[config.mk]
export PLATFORM = sky130hd
export DESIGN_NAME = mips_multicycle_ctrl
export DESIGN_NICKNAME = d
export VERILOG_FILES = /design/src/rtl/mipspkg.sv /design/src/rtl/mips_multicycle_ctrl.sv
export SDC_FILE = /design/constraint.sdc
export NUM_CORES = 1
export LEC_CHECK = 0
export ABC_AREA = 0
export BUFFER_PORTS_ARGS = -buffer_cell sky130_fd_sc_hd__buf_2
export CORE_ASPECT_RATIO = 0.7
export CORE_MARGIN = 2
export CORE_UTILIZATION = 48
export CTS_CLUSTER_SIZE = 20
export DETAILED_ROUTE_END_ITERATION = 8
export PLACE_DENSITY = 0.76
export SYNTH_ARGS = -nofsm -noshare
export SYNTH_HDL_FRONTEND = slang
export SYNTH_SLANG_ARGS = --single-unit
[constraint.sdc]
create_clock -name clk -period 1.75 [get_ports clk]
set_input_delay 0 -clock clk [delete_from_list [all_inputs] [get_ports clk]]
set_output_delay 0 -clock clk [all_outputs]
set_load 0.02 [all_outputs]
[src/rtl/mipspkg.sv]
`timescale 1ns/1ps
`default_nettype none
// ============================================================================
//  Package     : mipspkg
//  Description : Shared MIPS core types. op_t is the 6-bit primary opcode
//                field of the instruction register. Any encoding not listed
//                here is an undefined opcode.
//  Revision    : 1.0  initial release
// ============================================================================
package mipspkg;

    typedef enum logic [5:0] {
        OP_RTYP  = 6'h00,
        OP_J     = 6'h02,
        OP_BEQZ  = 6'h04,
        OP_ADDI  = 6'h08,
        OP_ADDIU = 6'h09,
        OP_SLTI  = 6'h0A,
        OP_SUBI  = 6'h0B,
        OP_ANDI  = 6'h0C,
        OP_ORI   = 6'h0D,
        OP_XORI  = 6'h0E,
        OP_LUI   = 6'h0F,
        OP_LW    = 6'h23,
        OP_SW    = 6'h2B
    } op_t;

endpackage
`default_nettype wire

[src/rtl/mips_multicycle_ctrl.sv]
`timescale 1ns/1ps
`default_nettype none
// ============================================================================
//  Module      : mips_multicycle_ctrl
//  Description : Multicycle control FSM for the MIPS core. Sequences one
//                shared ALU/memory datapath through fetch, decode, execute,
//                memory and writeback, handles variable-latency memory via a
//                ready handshake, counts retired instructions and traps on
//                undefined opcodes.
//  Ports       : clk, reset (async, active low)
//                op         - opcode field, sampled in DECODE
//                mem_ready  - memory completes current access this cycle
//                mem_req/memread/memwrite/iord        - memory control
//                irwrite/pcwrite/branch/pcsrc         - IR / PC control
//                alusrca/alusrcb/zeroextend/aluop     - ALU control
//                regdst/regwrite/memtoreg             - register file control
//                instr_done/instret                   - retirement pulse/count
//                trap                                 - undefined opcode seen
//  Revision    : 1.0  initial release
// ============================================================================
module mips_multicycle_ctrl
    import mipspkg::*;
#(
    parameter int CNT_W = 32
) (
    input  logic             clk,
    input  logic             reset,
    input  op_t              op,
    input  logic             mem_ready,
    output logic             mem_req,
    output logic             memread,
    output logic             memwrite,
    output logic             iord,
    output logic             irwrite,
    output logic             pcwrite,
    output logic             branch,
    output logic [1:0]       pcsrc,
    output logic             alusrca,
    output logic [1:0]       alusrcb,
    output logic             zeroextend,
    output logic [3:0]       aluop,
    output logic             regdst,
    output logic             regwrite,
    output logic             memtoreg,
    output logic             instr_done,
    output logic [CNT_W-1:0] instret,
    output logic             trap
);

    typedef enum logic [3:0] {
        S_FETCH  = 4'd0,
        S_DECODE = 4'd1,
        S_EXEC   = 4'd2,
        S_ALUWB  = 4'd3,
        S_IMMEX  = 4'd4,
        S_IMMWB  = 4'd5,
        S_MEMADR = 4'd6,
        S_MEMRD  = 4'd7,
        S_MEMWB  = 4'd8,
        S_MEMWR  = 4'd9,
        S_BRANCH = 4'd10,
        S_JUMP   = 4'd11,
        S_TRAP   = 4'd12
    } state_t;

    localparam logic [3:0] ALU_ADD  = 4'b0000;
    localparam logic [3:0] ALU_SUB  = 4'b0001;
    localparam logic [3:0] ALU_SLT  = 4'b0010;
    localparam logic [3:0] ALU_AND  = 4'b0100;
    localparam logic [3:0] ALU_OR   = 4'b0101;
    localparam logic [3:0] ALU_XOR  = 4'b0110;
    localparam logic [3:0] ALU_LUI  = 4'b0111;
    localparam logic [3:0] ALU_FUNC = 4'b1111;

    state_t           state_q, state_d;
    op_t              op_q;
    logic [CNT_W-1:0] instret_q;
    logic             retire;

    // ------------------------------------------------------------------------
    // State, captured opcode and retirement counter
    // ------------------------------------------------------------------------
    always_ff @(posedge clk or negedge reset) begin
        if (!reset) begin
            state_q   <= S_FETCH;
            op_q      <= OP_RTYP;
            instret_q <= '0;
        end else begin
            state_q <= state_d;
            // The IR may change after DECODE, so later states use this copy.
            if (state_q == S_DECODE) begin
                op_q <= op;
            end
            if (retire) begin
                instret_q <= instret_q + CNT_W'(1);
            end
        end
    end

    assign instret = instret_q;

    // ------------------------------------------------------------------------
    // Next state and control strobes
    // ------------------------------------------------------------------------
    always_comb begin
        state_d    = state_q;
        mem_req    = 1'b0;
        memread    = 1'b0;
        memwrite   = 1'b0;
        iord       = 1'b0;
        irwrite    = 1'b0;
        pcwrite    = 1'b0;
        branch     = 1'b0;
        pcsrc      = 2'b00;
        alusrca    = 1'b0;
        alusrcb    = 2'b00;
        zeroextend = 1'b0;
        aluop      = ALU_ADD;
        regdst     = 1'b0;
        regwrite   = 1'b0;
        memtoreg   = 1'b0;
        retire     = 1'b0;
        trap       = 1'b0;

        // While reset is held the state register already sits in FETCH; the
        // strobes are suppressed so nothing is requested or written.
        if (reset) begin
            case (state_q)
                S_FETCH: begin
                    mem_req = 1'b1;
                    memread = 1'b1;
                    alusrcb = 2'b01;
                    // IR and PC load only on the cycle the fetch completes.
                    irwrite = mem_ready;
                    pcwrite = mem_ready;
                    if (mem_ready) begin
                        state_d = S_DECODE;
                    end
                end
                S_DECODE: begin
                    // Branch target computed speculatively into ALUOut.
                    alusrcb = 2'b11;
                    case (op)
                        OP_RTYP:        state_d = S_EXEC;
                        OP_LW, OP_SW:   state_d = S_MEMADR;
                        OP_BEQZ:        state_d = S_BRANCH;
                        OP_J:           state_d = S_JUMP;
                        OP_ADDI, OP_ADDIU, OP_SUBI, OP_SLTI,
                        OP_ANDI, OP_ORI, OP_XORI, OP_LUI:
                                        state_d = S_IMMEX;
                        default:        state_d = S_TRAP;
                    endcase
                end
                S_EXEC: begin
                    alusrca = 1'b1;
                    aluop   = ALU_FUNC;
                    state_d = S_ALUWB;
                end
                S_ALUWB: begin
                    regdst   = 1'b1;
                    regwrite = 1'b1;
                    retire   = 1'b1;
                    state_d  = S_FETCH;
                end
                S_IMMEX: begin
                    alusrca = 1'b1;
                    alusrcb = 2'b10;
                    // Logical ops and LUI take a zero-extended immediate.
                    case (op_q)
                        OP_SUBI: aluop = ALU_SUB;
                        OP_SLTI: aluop = ALU_SLT;
                        OP_ANDI: begin aluop = ALU_AND; zeroextend = 1'b1; end
                        OP_ORI:  begin aluop = ALU_OR;  zeroextend = 1'b1; end
                        OP_XORI: begin aluop = ALU_XOR; zeroextend = 1'b1; end
                        OP_LUI:  begin aluop = ALU_LUI; zeroextend = 1'b1; end
                        default: aluop = ALU_ADD;
                    endcase
                    state_d = S_IMMWB;
                end
                S_IMMWB: begin
                    regwrite = 1'b1;
                    retire   = 1'b1;
                    state_d  = S_FETCH;
                end
                S_MEMADR: begin
                    alusrca = 1'b1;
                    alusrcb = 2'b10;
                    state_d = (op_q == OP_LW) ? S_MEMRD : S_MEMWR;
                end
                S_MEMRD: begin
                    mem_req = 1'b1;
                    memread = 1'b1;
                    iord    = 1'b1;
                    if (mem_ready) begin
                        state_d = S_MEMWB;
                    end
                end
                S_MEMWB: begin
                    memtoreg = 1'b1;
                    regwrite = 1'b1;
                    retire   = 1'b1;
                    state_d  = S_FETCH;
                end
                S_MEMWR: begin
                    mem_req  = 1'b1;
                    memwrite = 1'b1;
                    iord     = 1'b1;
                    // A store retires the moment memory accepts it.
                    if (mem_ready) begin
                        retire  = 1'b1;
                        state_d = S_FETCH;
                    end
                end
                S_BRANCH: begin
                    alusrca = 1'b1;
                    aluop   = ALU_SUB;
                    branch  = 1'b1;
                    pcsrc   = 2'b01;
                    retire  = 1'b1;
                    state_d = S_FETCH;
                end
                S_JUMP: begin
                    pcwrite = 1'b1;
                    pcsrc   = 2'b10;
                    retire  = 1'b1;
                    state_d = S_FETCH;
                end
                S_TRAP: begin
                    trap    = 1'b1;
                    state_d = S_TRAP;
                end
                default: begin
                    state_d = S_FETCH;
                end
            endcase
        end
    end

    assign instr_done = retire;

endmodule
`default_nettype wire

==> results of run 1 <==
-- power by group --
part           internal, uW  switching (uW)  total (uW)
combinational           907            1150        2050
sequential             1150             200        1350
clock                   420             328         748
-- registers in the layout (all words and copies together) (netlist names) --
name / count
instret: 32
op_q: 6
state_q: 4
-- per-stage QoR --
step | setup slack [ns] | instance area [sq um] | TNS [ns] | instances | total power (uW)
after floorplan | 0.0132 | 2460 | 0 | 250 | 2590
after global placement | 0.0666 | 2950 | 0 | 389 | 3070
after detailed placement | -0.0435 | 2950 | -0.0623 | 389 | 3100
after CTS | -0.0286 | 3190 | -0.0721 | 407 | 3970
after global routing | -0.132 | 3360 | -1.91 | 411 | 4400
final | -0.0382 | 3360 | -0.160 | 411 | 4150
-- cell type report --
| type | instances | area [sq um] | area share (%) |
|---|---|---|---|
| tap | 69 | 86.3 | 2.57 |
| sequential | 42 | 1070 | 31.7 |
| clock inverter | 3 | 40.0 | 1.19 |
| inverter | 6 | 25.0 | 0.744 |
| multi-input combinational | 191 | 1460 | 43.3 |
| timing repair buffer | 95 | 621 | 18.5 |
| clock buffer | 5 | 68.8 | 2.05 |
-- worst min-delay path by stage --
stage / startpoint / end / slack (ns) / cells after the start
6_report: op[0] / op_q[0] / 0.01 / 2
5_1_grt: op[0] / op_q[0] / 0.04 / 2
4_1_cts: op[0] / op_q[0] / 0.005 / 2
3_5_place_dp: reset / instret[3] / -0.12 / 1
3_3_place_gp: reset / instret[3] / -0.12 / 1
2_1_floorplan: reset / instret[0] / -0.30 / 0
-- cells in the final DEF (no fill, tap or decap), types with 3 or more instances in the layout --
cell type,n
a2111oi_4,3
a21oi_1,4
a31oi_1,3
and3_1,6
and4_1,4
buf_2,57
buf_4,25
buf_6,4
clkbuf_8,5
dfrtp_1,30
dfrtp_2,12
dlygate4sd3_1,6
inv_1,5
mux2_2,6
nand2_1,27
nand2_2,4
nand2b_1,4
nand3_1,13
nand3_2,3
nand4_1,6
nor2_1,16
nor2_4,3
nor2b_1,5
nor3_1,5
nor3_2,4
nor4_1,3
o21ai_0,3
o2bb2ai_1,5
or2_2,3
xnor2_1,17
xor2_1,13
-- cell families (layout without fill, tap and decap cells) --
kind of cell | Yosys count | count (layout)
and+or+nand+nor | 123 | 123
DFF | 42 | 42
xor gates and xnor gates | 32 | 32
AOI/OAI and AO/OA | 29 | 29
buffers and inverters | 17 | 109
muxes | 6 | 6
adders and majority gates | 1 | 1
-- repair_timing --
action	4_1_cts	5_1_grt
hold buffers	6	0
gates resized for setup	7	37
pin swaps	3	19
setup buffers	4	4
endpoints found under the setup margin	8	29
hold endpoints to repair	47	0
-- routing by layer --
layer | GRT usage [%] | vias up | routed length (um)
met4 | 5.04 | 0 | 57
met1 | 31.8 | 1081 | 2860
li1 | - | 1065 | -
met2 | 31.0 | 74 | 2720
met5 | 0 | - | 0
met3 | 5.90 | 9 | 407
==> results_dict.tcl, run 1 <==
set metrics [dict create \
    status "finished, violations left" \
    violations "setup timing" \
    fmax_ghz 0.559 \
    worst-path-stages 8 \
    clk_pin_slew_worst_paths_ns 0.07 \
    drive_gt1_share_pct 45.0 \
    synth.area.mux_share_pct 2.77 \
    synth-seq-cells 42 \
    critPathCaptureType "flip-flop" \
    crit_path_top_delay_cell "dfrtp_2" \
    hold_viol 0 \
    cp-endpoint "state_q[0]" \
    dp_hpwl_um 4240 \
    synthDistinctLibCells 49 \
    hold_ws_ns 0.0142 \
    cp-startpoint "state_q[2]" \
    n_antenna_cell 0 \
    synth_edf_count 0 \
    grt_use_total_pct 21.4 \
    drtIter0Drc 197 \
    cts_root_buffer "clkbuf_8" \
    yosys-top-cells-count "dfrtp_1, nand2_1, nor2_1" \
    critPathRequiredTime_ns 1.90 \
    num_io_pins 63 \
    die_area_sq_mm 0.00567 \
    skew_ns 0.00673 \
    drc_errors 0 \
    relSlewSlack_pct 66.0 \
    h-tree-depth 2 \
    vias 2229 \
    numCtsBuffers 5 \
    path_class "reg -> reg" \
    critPathTopFamily "compound AO/OA/AOI/OAI gates" \
    die_x_um 89.2 \
    async_flop_share_pct 100 \
    path_common_cell "buf_4" \
    cpPeakStageDelay_ns 0.42 \
    firstDrtPassIters 4 \
    crit_path_start_kind "flip-flop" \
    yosys_warnings 0 \
    yosys.area.top_type "dfrtp_1" \
    wire_per_inst_um 14.7 \
    setup_ws_ns -0.0382 \
    rows 21 \
    synth_top_family_by_area "simple AND/OR/NAND/NOR gates" \
    fill_cells 390 \
    hold_class "in -> reg" \
    synthXorXnorAreaFrac_pct 11.5 \
    fin_util_pct 69.6 \
    worst_ir_drop_vdd_mv 0.976 \
    synth_area_sq_mm 0.00244 \
    syn_nets 260 \
    reg2reg_slack_ns -0.04 \
    cp.arrival_ns 1.94 \
    grt_pass1_vias 1988 \
    wl_um 6050 \
    reg2reg_depth 8 \
    ys_seq_area_share_pct 43.1 \
    ys.flop_type "dfrtp_1" \
    clockBufferDepth 2 \
    nets 351 \
    grt_pass1_wl_um 9470 \
    power_density_mw_per_mm2 1230 \
    synth_adder_area_share_pct 0.514 \
    rsz0062_at_grt "yes" \
    rr_startpoint "state_q[2]" \
    cts_tree "yes" \
    setup_viol 9 \
    die_h_um 63.6 \
    vias_per_cell 5.42 \
    postRouteAntennaNets 0 \
    leakagePower_uw 0.00157 \
    clk_latency_ns 0.30 \
    grt_overflow 0 \
    syn_area_per_cell_sq_um 9.74 \
    synthToLayoutAreaGrowth_pct 38.1 \
    max-cap-violations 0 \
    start_util_pct 50.4 \
    yosys.cell_count.top_type "dfrtp_1" \
    timing.final.crit_share_pct 102 \
    period_needed_ns 1.79 \
    gp_congestion 0.899 \
    synth_compound_gate_area_share_pct 11.0 \
    r2r-end "state_q[0]" \
    core_area_sq_mm 0.00483 \
    synth.top_cell.area_share_pct 43.1 \
    maxSlewViolCount 0 \
    crit_fanout 4 \
    yosys.area_share.simple_pct 27.6 \
    synthTopCellsByArea "dfrtp_1, xnor2_1, nand2_1" \
    portBuffers 62 \
    worstMarginPinSlew_ns 0.505 \
    synthCells 250 \
    clock-sinks 42 \
    antenna_found_initial 0 \
    crit_chain "and2b_2, buf_4, buf_4, o2bb2ai_1, a22oi_1, o21ai_0, buf_4, o2bb2ai_1" \
    worstPathBufferInverterCount 3 \
    grt_max_degree 37 \
]
(Power assumes the default switching activity.)
==> run 2: changes to the inputs <==
--- a/config.mk
+++ b/config.mk
@@ -7,12 +7,14 @@
 export LEC_CHECK = 0
 export ABC_AREA = 0
 export BUFFER_PORTS_ARGS = -buffer_cell sky130_fd_sc_hd__buf_2
+export CAP_MARGIN = 10
 export CORE_ASPECT_RATIO = 0.7
 export CORE_MARGIN = 2
 export CORE_UTILIZATION = 48
 export CTS_CLUSTER_SIZE = 20
 export DETAILED_ROUTE_END_ITERATION = 8
 export PLACE_DENSITY = 0.76
+export SKIP_CTS_REPAIR_TIMING = 1
 export SYNTH_ARGS = -nofsm -noshare
 export SYNTH_HDL_FRONTEND = slang
 export SYNTH_SLANG_ARGS = --single-unit
==> run 2 against run 1 <==
  * The run ends with hold timing, setup timing left
  * Core utilization is 0.54 points lower
  * Non-clock buffer count decreased by 4
  * Setup slack better by 0.021 ns
  * Sequential power barely moved
==> results_dict.tcl, run 2 (synthesis results as in run 1) <==
set metrics [dict create \
    grt_max_degree 37 \
    reg2reg_depth 6 \
    drive_gt1_share_pct 43.5 \
    start_util_pct 50.4 \
    gp_congestion 0.899 \
    portBuffers 62 \
    skew_ns 0.00976 \
    hold_start "op[2]" \
    worstMarginPinSlew_ns 0.512 \
    die_h_um 63.6 \
    crit_path_start_kind "flip-flop" \
    maxSlewViolCount 0 \
    nets 347 \
    grt_pass1_wl_um 9180 \
    rows 21 \
    drtIter0Drc 164 \
    critPathCaptureType "primary output" \
    critPathRequiredTime_ns 1.75 \
    crit_chain "nor2b_4, o21ai_4, a21bo_2, inv_2, buf_2" \
    hold_class "in -> reg" \
    num_io_pins 63 \
    setup_viol 4 \
    reg2reg_slack_ns -0.02 \
    cp.arrival_ns 1.77 \
    fill_cells 392 \
    power_density_mw_per_mm2 1220 \
    wire_per_inst_um 14.7 \
    relSlewSlack_pct 65.5 \
    setup_ws_ns -0.0174 \
    min_to "op_q[2]" \
    cts_root_buffer "clkbuf_8" \
    final_cell_mix "buf_2, nand2_1, dfrtp_1, buf_4" \
    postRouteAntennaNets 0 \
    fmax_ghz 0.566 \
    vias_per_cell 5.41 \
    dp_hpwl_um 4240 \
    die_x_um 89.2 \
    vias 2200 \
    cts_tree "yes" \
    final_common_cell "buf_2" \
    clock-sinks 42 \
    drc_errors 0 \
    die_area_sq_mm 0.00567 \
    leakagePower_uw 0.00158 \
    rr_startpoint "state_q[2]" \
    grt_pass1_vias 1945 \
    h-tree-depth 2 \
    antenna_found_initial 0 \
    firstDrtPassIters 4 \
    cpPeakStageDelay_ns 0.45 \
    path_class "reg -> out" \
    fin_util_pct 69.0 \
    status "finished, violations left" \
    p_total_uw 4060 \
    grt_use_total_pct 20.7 \
    core_area_sq_mm 0.00483 \
    crit_fanout 9 \
    hold_depth 2 \
    hold_viol 1 \
    synthToLayoutAreaGrowth_pct 37.0 \
    grt_overflow 0 \
    dp_slack_ns -0.0435 \
    wl_um 5980 \
    clk_latency_ns 0.30 \
    numCtsBuffers 5 \
    clockBufferDepth 2 \
    timing.final.crit_share_pct 101 \
    period_needed_ns 1.77 \
    violations "hold timing, setup timing" \
    max-cap-violations 0 \
    largest_reg_flops 32 \
    rsz0062_at_grt "yes" \
    r2r-end "instret[26]" \
    n_antenna_cell 0 \
    hold_ws_ns -0.00971 \
    crit_path_top_delay_cell "dfrtp_2" \
    worst_ir_drop_vdd_mv 1.09 \
    clk_pin_slew_worst_paths_ns 0.07 \
]
## run 2: power breakdown
part | switching (uW) | total (uW) | internal, uW
registers | 200 | 1350 | 1150
clock network | 332 | 751 | 420
logic | 1120 | 1950 | 838
## run 2: metal layers
metal	wire (um)	vias up	track usage (%)
li1	-	1059	-
met1	2860	1065	31.1
met2	2680	67	29.8
met3	367	9	5.37
met4	65	0	4.48
met5	0	-	0
## run 2: layout make-up
class	instances	area (sq um)	share of cell area [%]
Timing Repair Buffer	91	589	17.7
Multi-Input combinational cell	191	1460	43.9
Inverter	6	22.5	0.675
Clock inverter	3	40.0	1.20
Clock buffer	5	68.8	2.06
Sequential cell	42	1070	31.9
Tap cell	69	86.3	2.59
## run 2: worst max-delay path by stage
stage	start	end	slack, ns	cells after the start
finish	state_q[1]	instr_done	-0.02	5
detailed placement	state_q[2]	instret[26]	-0.04	5
global placement	state_q[1]	instret[26]	0.07	5
floorplan	instret[5]	instret[26]	0.01	5
CTS	state_q[3]	aluop[2]	-0.18	7
global route	state_q[3]	instret[17]	-0.1	6
## run 2: critical path: cells and delay by family (launching register included)
family / cells / cell delay (ns)
AO/OA/AOI/OAI: 2 / 0.61
flip-flops: 1 / 0.45
buffers and inverters: 2 / 0.26
AND/OR/NAND/NOR: 1 / 0.15
## run 2: through the flow
stage	TNS (ns)	cells	cell area, sq um
6_report	-0.0512	407	3340
5_1_grt	-0.883	407	3340
4_1_cts	-0.629	397	3060
3_5_place_dp	-0.0623	389	2950
3_3_place_gp	0	389	2950
2_1_floorplan	0	250	2460
==> run 3: changes to the inputs <==
--- a/config.mk
+++ b/config.mk
@@ -10,10 +10,10 @@
 export CAP_MARGIN = 10
 export CORE_ASPECT_RATIO = 0.7
 export CORE_MARGIN = 2
-export CORE_UTILIZATION = 48
+export CORE_UTILIZATION = 53
 export CTS_CLUSTER_SIZE = 20
 export DETAILED_ROUTE_END_ITERATION = 8
-export PLACE_DENSITY = 0.76
+export PLACE_DENSITY = 0.8
 export SKIP_CTS_REPAIR_TIMING = 1
 export SYNTH_ARGS = -nofsm -noshare
 export SYNTH_HDL_FRONTEND = slang
==> constraint.sdc (replaced) <==
create_clock -name clk -period 2 [get_ports clk]
set_input_delay 0 -clock clk [delete_from_list [all_inputs] [get_ports clk]]
set_output_delay 0 -clock clk [all_outputs]
set_load 0.02 [all_outputs]
==> run 3 against run 2 <==
  * The run now ends clean
  * Count of clock-buffer cells in the layout increased by 2
  * Hold slack improved by 0.014 ns
  * Die area decreased by 8.9%
  * Clock skew decreased by 0.0034 ns
  * Largest power group unchanged
  * Clock power decreased by 26%
  * Critical path type unchanged
  * Final cell count decreased by 6.4%
  * Sequential power decreased by 16%
  * First-iteration DRC count decreased by 20%
==> results_dict.tcl, run 3 (synthesis results as in run 1) <==
set metrics [dict create \
    status "complete, no violations" \
    cp.arrival_ns 1.85 \
    firstDrtPassIters 4 \
    die_area_sq_mm 0.00516 \
    gp_congestion 0.836 \
    die_h_um 60.7 \
    cts_tree "yes" \
    clockBufferDepth 2 \
    place_inst 366 \
    timing.final.crit_share_pct 92.7 \
    dp_hpwl_um 4080 \
    max-cap-violations 0 \
    p_comb_share_pct 47.6 \
    final_cell_count_no_fill 381 \
    final_common_cell "buf_2" \
    numCtsBuffers 5 \
    switching_share_pct 41.2 \
    intPower_uw 1890 \
    cp-startpoint "state_q[3]" \
    stdcell_area_sq_mm 0.00300 \
    worstMarginPinSlew_ns 0.457 \
    rr_startpoint "instret[0]" \
    drtIter0Drc 132 \
    skew_ns 0.00638 \
    vias 2134 \
    grt_overflow 0 \
    start_util_pct 55.6 \
    crit_fanout 14 \
    crit_chain "buf_4, nor4b_2, nand2_1, nor2_1, nor2_1, nor2_1, buf_2" \
    grt_pass1_vias 1867 \
    switching_power_uw 1320 \
    grt_use_total_pct 22.0 \
    path_class "reg -> out" \
    maxSlewViolCount 0 \
    rsz0062_at_grt "no" \
    leakagePower_uw 0.00146 \
    place_area_sq_mm 0.00283 \
    worst_ir_drop_vdd_mv 0.868 \
    relSlewSlack_pct 69.2 \
    die_x_um 85.0 \
    clk_latency_ns 0.29 \
    worstPathBufferInverterCount 2 \
    reg2reg_slack_ns 0.15 \
    h-tree-depth 2 \
    dp_slack_ns 0.104 \
    final_cell_mix "buf_2, dfrtp_1, nand2_1, nor2_1, xnor2_1" \
    synthToLayoutAreaGrowth_pct 23.2 \
    critPathCaptureType "primary output" \
    period_needed_ns 1.85 \
    fmax_ghz 0.539 \
    portBuffers 62 \
    hold_start "op[2]" \
    wire_per_inst_um 14.6 \
    largest_reg_flops 32 \
    grt_pass1_wl_um 8830 \
    hold_class "in -> reg" \
    critPathRequiredTime_ns 2.00 \
    met3_usage_pct 6.53 \
    antenna_found_initial 0 \
    hold_viol 0 \
    wl_um 5570 \
    seqPwrFrac_pct 35.1 \
    grt.busiest_layer "met1" \
    drc_errors 0 \
    fin_tns_setup_ns 0 \
    crit_path_top_delay_cell "dfrtp_1" \
    path_common_cell "nor2_1" \
    nets 335 \
    cts_root_buffer "clkbuf_8" \
    grt_max_degree 29 \
    postRouteAntennaNets 0 \
    core_area_sq_mm 0.00438 \
    cpPeakStageDelay_ns 0.42 \
    setup_viol 0 \
    drive_gt1_share_pct 33.1 \
    clk_pin_slew_worst_paths_ns 0.07 \
    setup_ws_ns 0.146 \
    fill_cells 363 \
    rows 20 \
    num_io_pins 63 \
    n_antenna_cell 0 \
    clock-sinks 42 \
    crit_path_start_kind "flip-flop" \
    power_density_mw_per_mm2 1070 \
    clock_power_share_pct 17.3 \
    critPathTopFamily "simple AND/OR/NAND/NOR gates" \
    vias_per_cell 5.60 \
    use_met2_pct 31.6 \
    met1_usage_pct 32.7 \
]
==> run 3: cell count changes in the layout (fill, tap and decap cells not counted), moves of 3 or more <==
cell	before	now
dfrtp_1	30	42
dfrtp_2	12	0
buf_4	20	14
nand3_1	11	17
nand3_2	5	0
buf_6	3	0
nor2_1	18	21
nor4_1	1	4
==> run 3: final cells by class <==
type	count	area [sq um]	share of cell area, %
tap	55	68.8	2.29
multi-input combinational	191	1320	44.0
sequential	42	1050	35.0
clock buffer	7	86.3	2.88
clock inverter	1	5.00	0.167
timing repair buffer	79	445	14.8
inverter	6	22.5	0.751
==> run 3: metal layers <==
layer  up-vias  share of wire, %
met5         -                 0
met2        83                44
met4         0              0.65
li1       1026                 -
met1      1018                47
met3         7               7.9
==> run 3: worst paths after layout <==
| path | endpoint | cells after the start |
|---|---|---|
| setup / recovery | aluop[0] | 7 |
| hold / removal | op_q[2] | 2 |
| setup reg to reg | instret[17] | 6 |
| hold reg to reg | instret[24] | 1 |
| max in group asynchronous | state_q[3] | 4 |
| min in group asynchronous | instret[6] | 2 |
==> run 3: power by group through the flow <==
stage,registers (uW),clock network [uW],logic (uW)
floorplan,1170,0,1080
global placement,1130,0,1490
detailed placement,1140,0,1500
CTS,1120,569,1510
global route,1150,614,1680
finish,1130,555,1530
==> run 3: metrics by stage <==
| stage | total power [uW] | hold slack, ns | utilization (%) |
|---|---|---|---|
| 2_1_floorplan | 2250 | -0.296 | - |
| 3_3_place_gp | 2620 | -0.181 | 64.6 |
| 3_5_place_dp | 2640 | -0.180 | 64.6 |
| 4_1_cts | 3200 | -0.499 | 66.7 |
| 5_1_grt | 3450 | 0.000162 | 68.5 |
| 6_report | 3220 | 0.00388 | 68.5 |
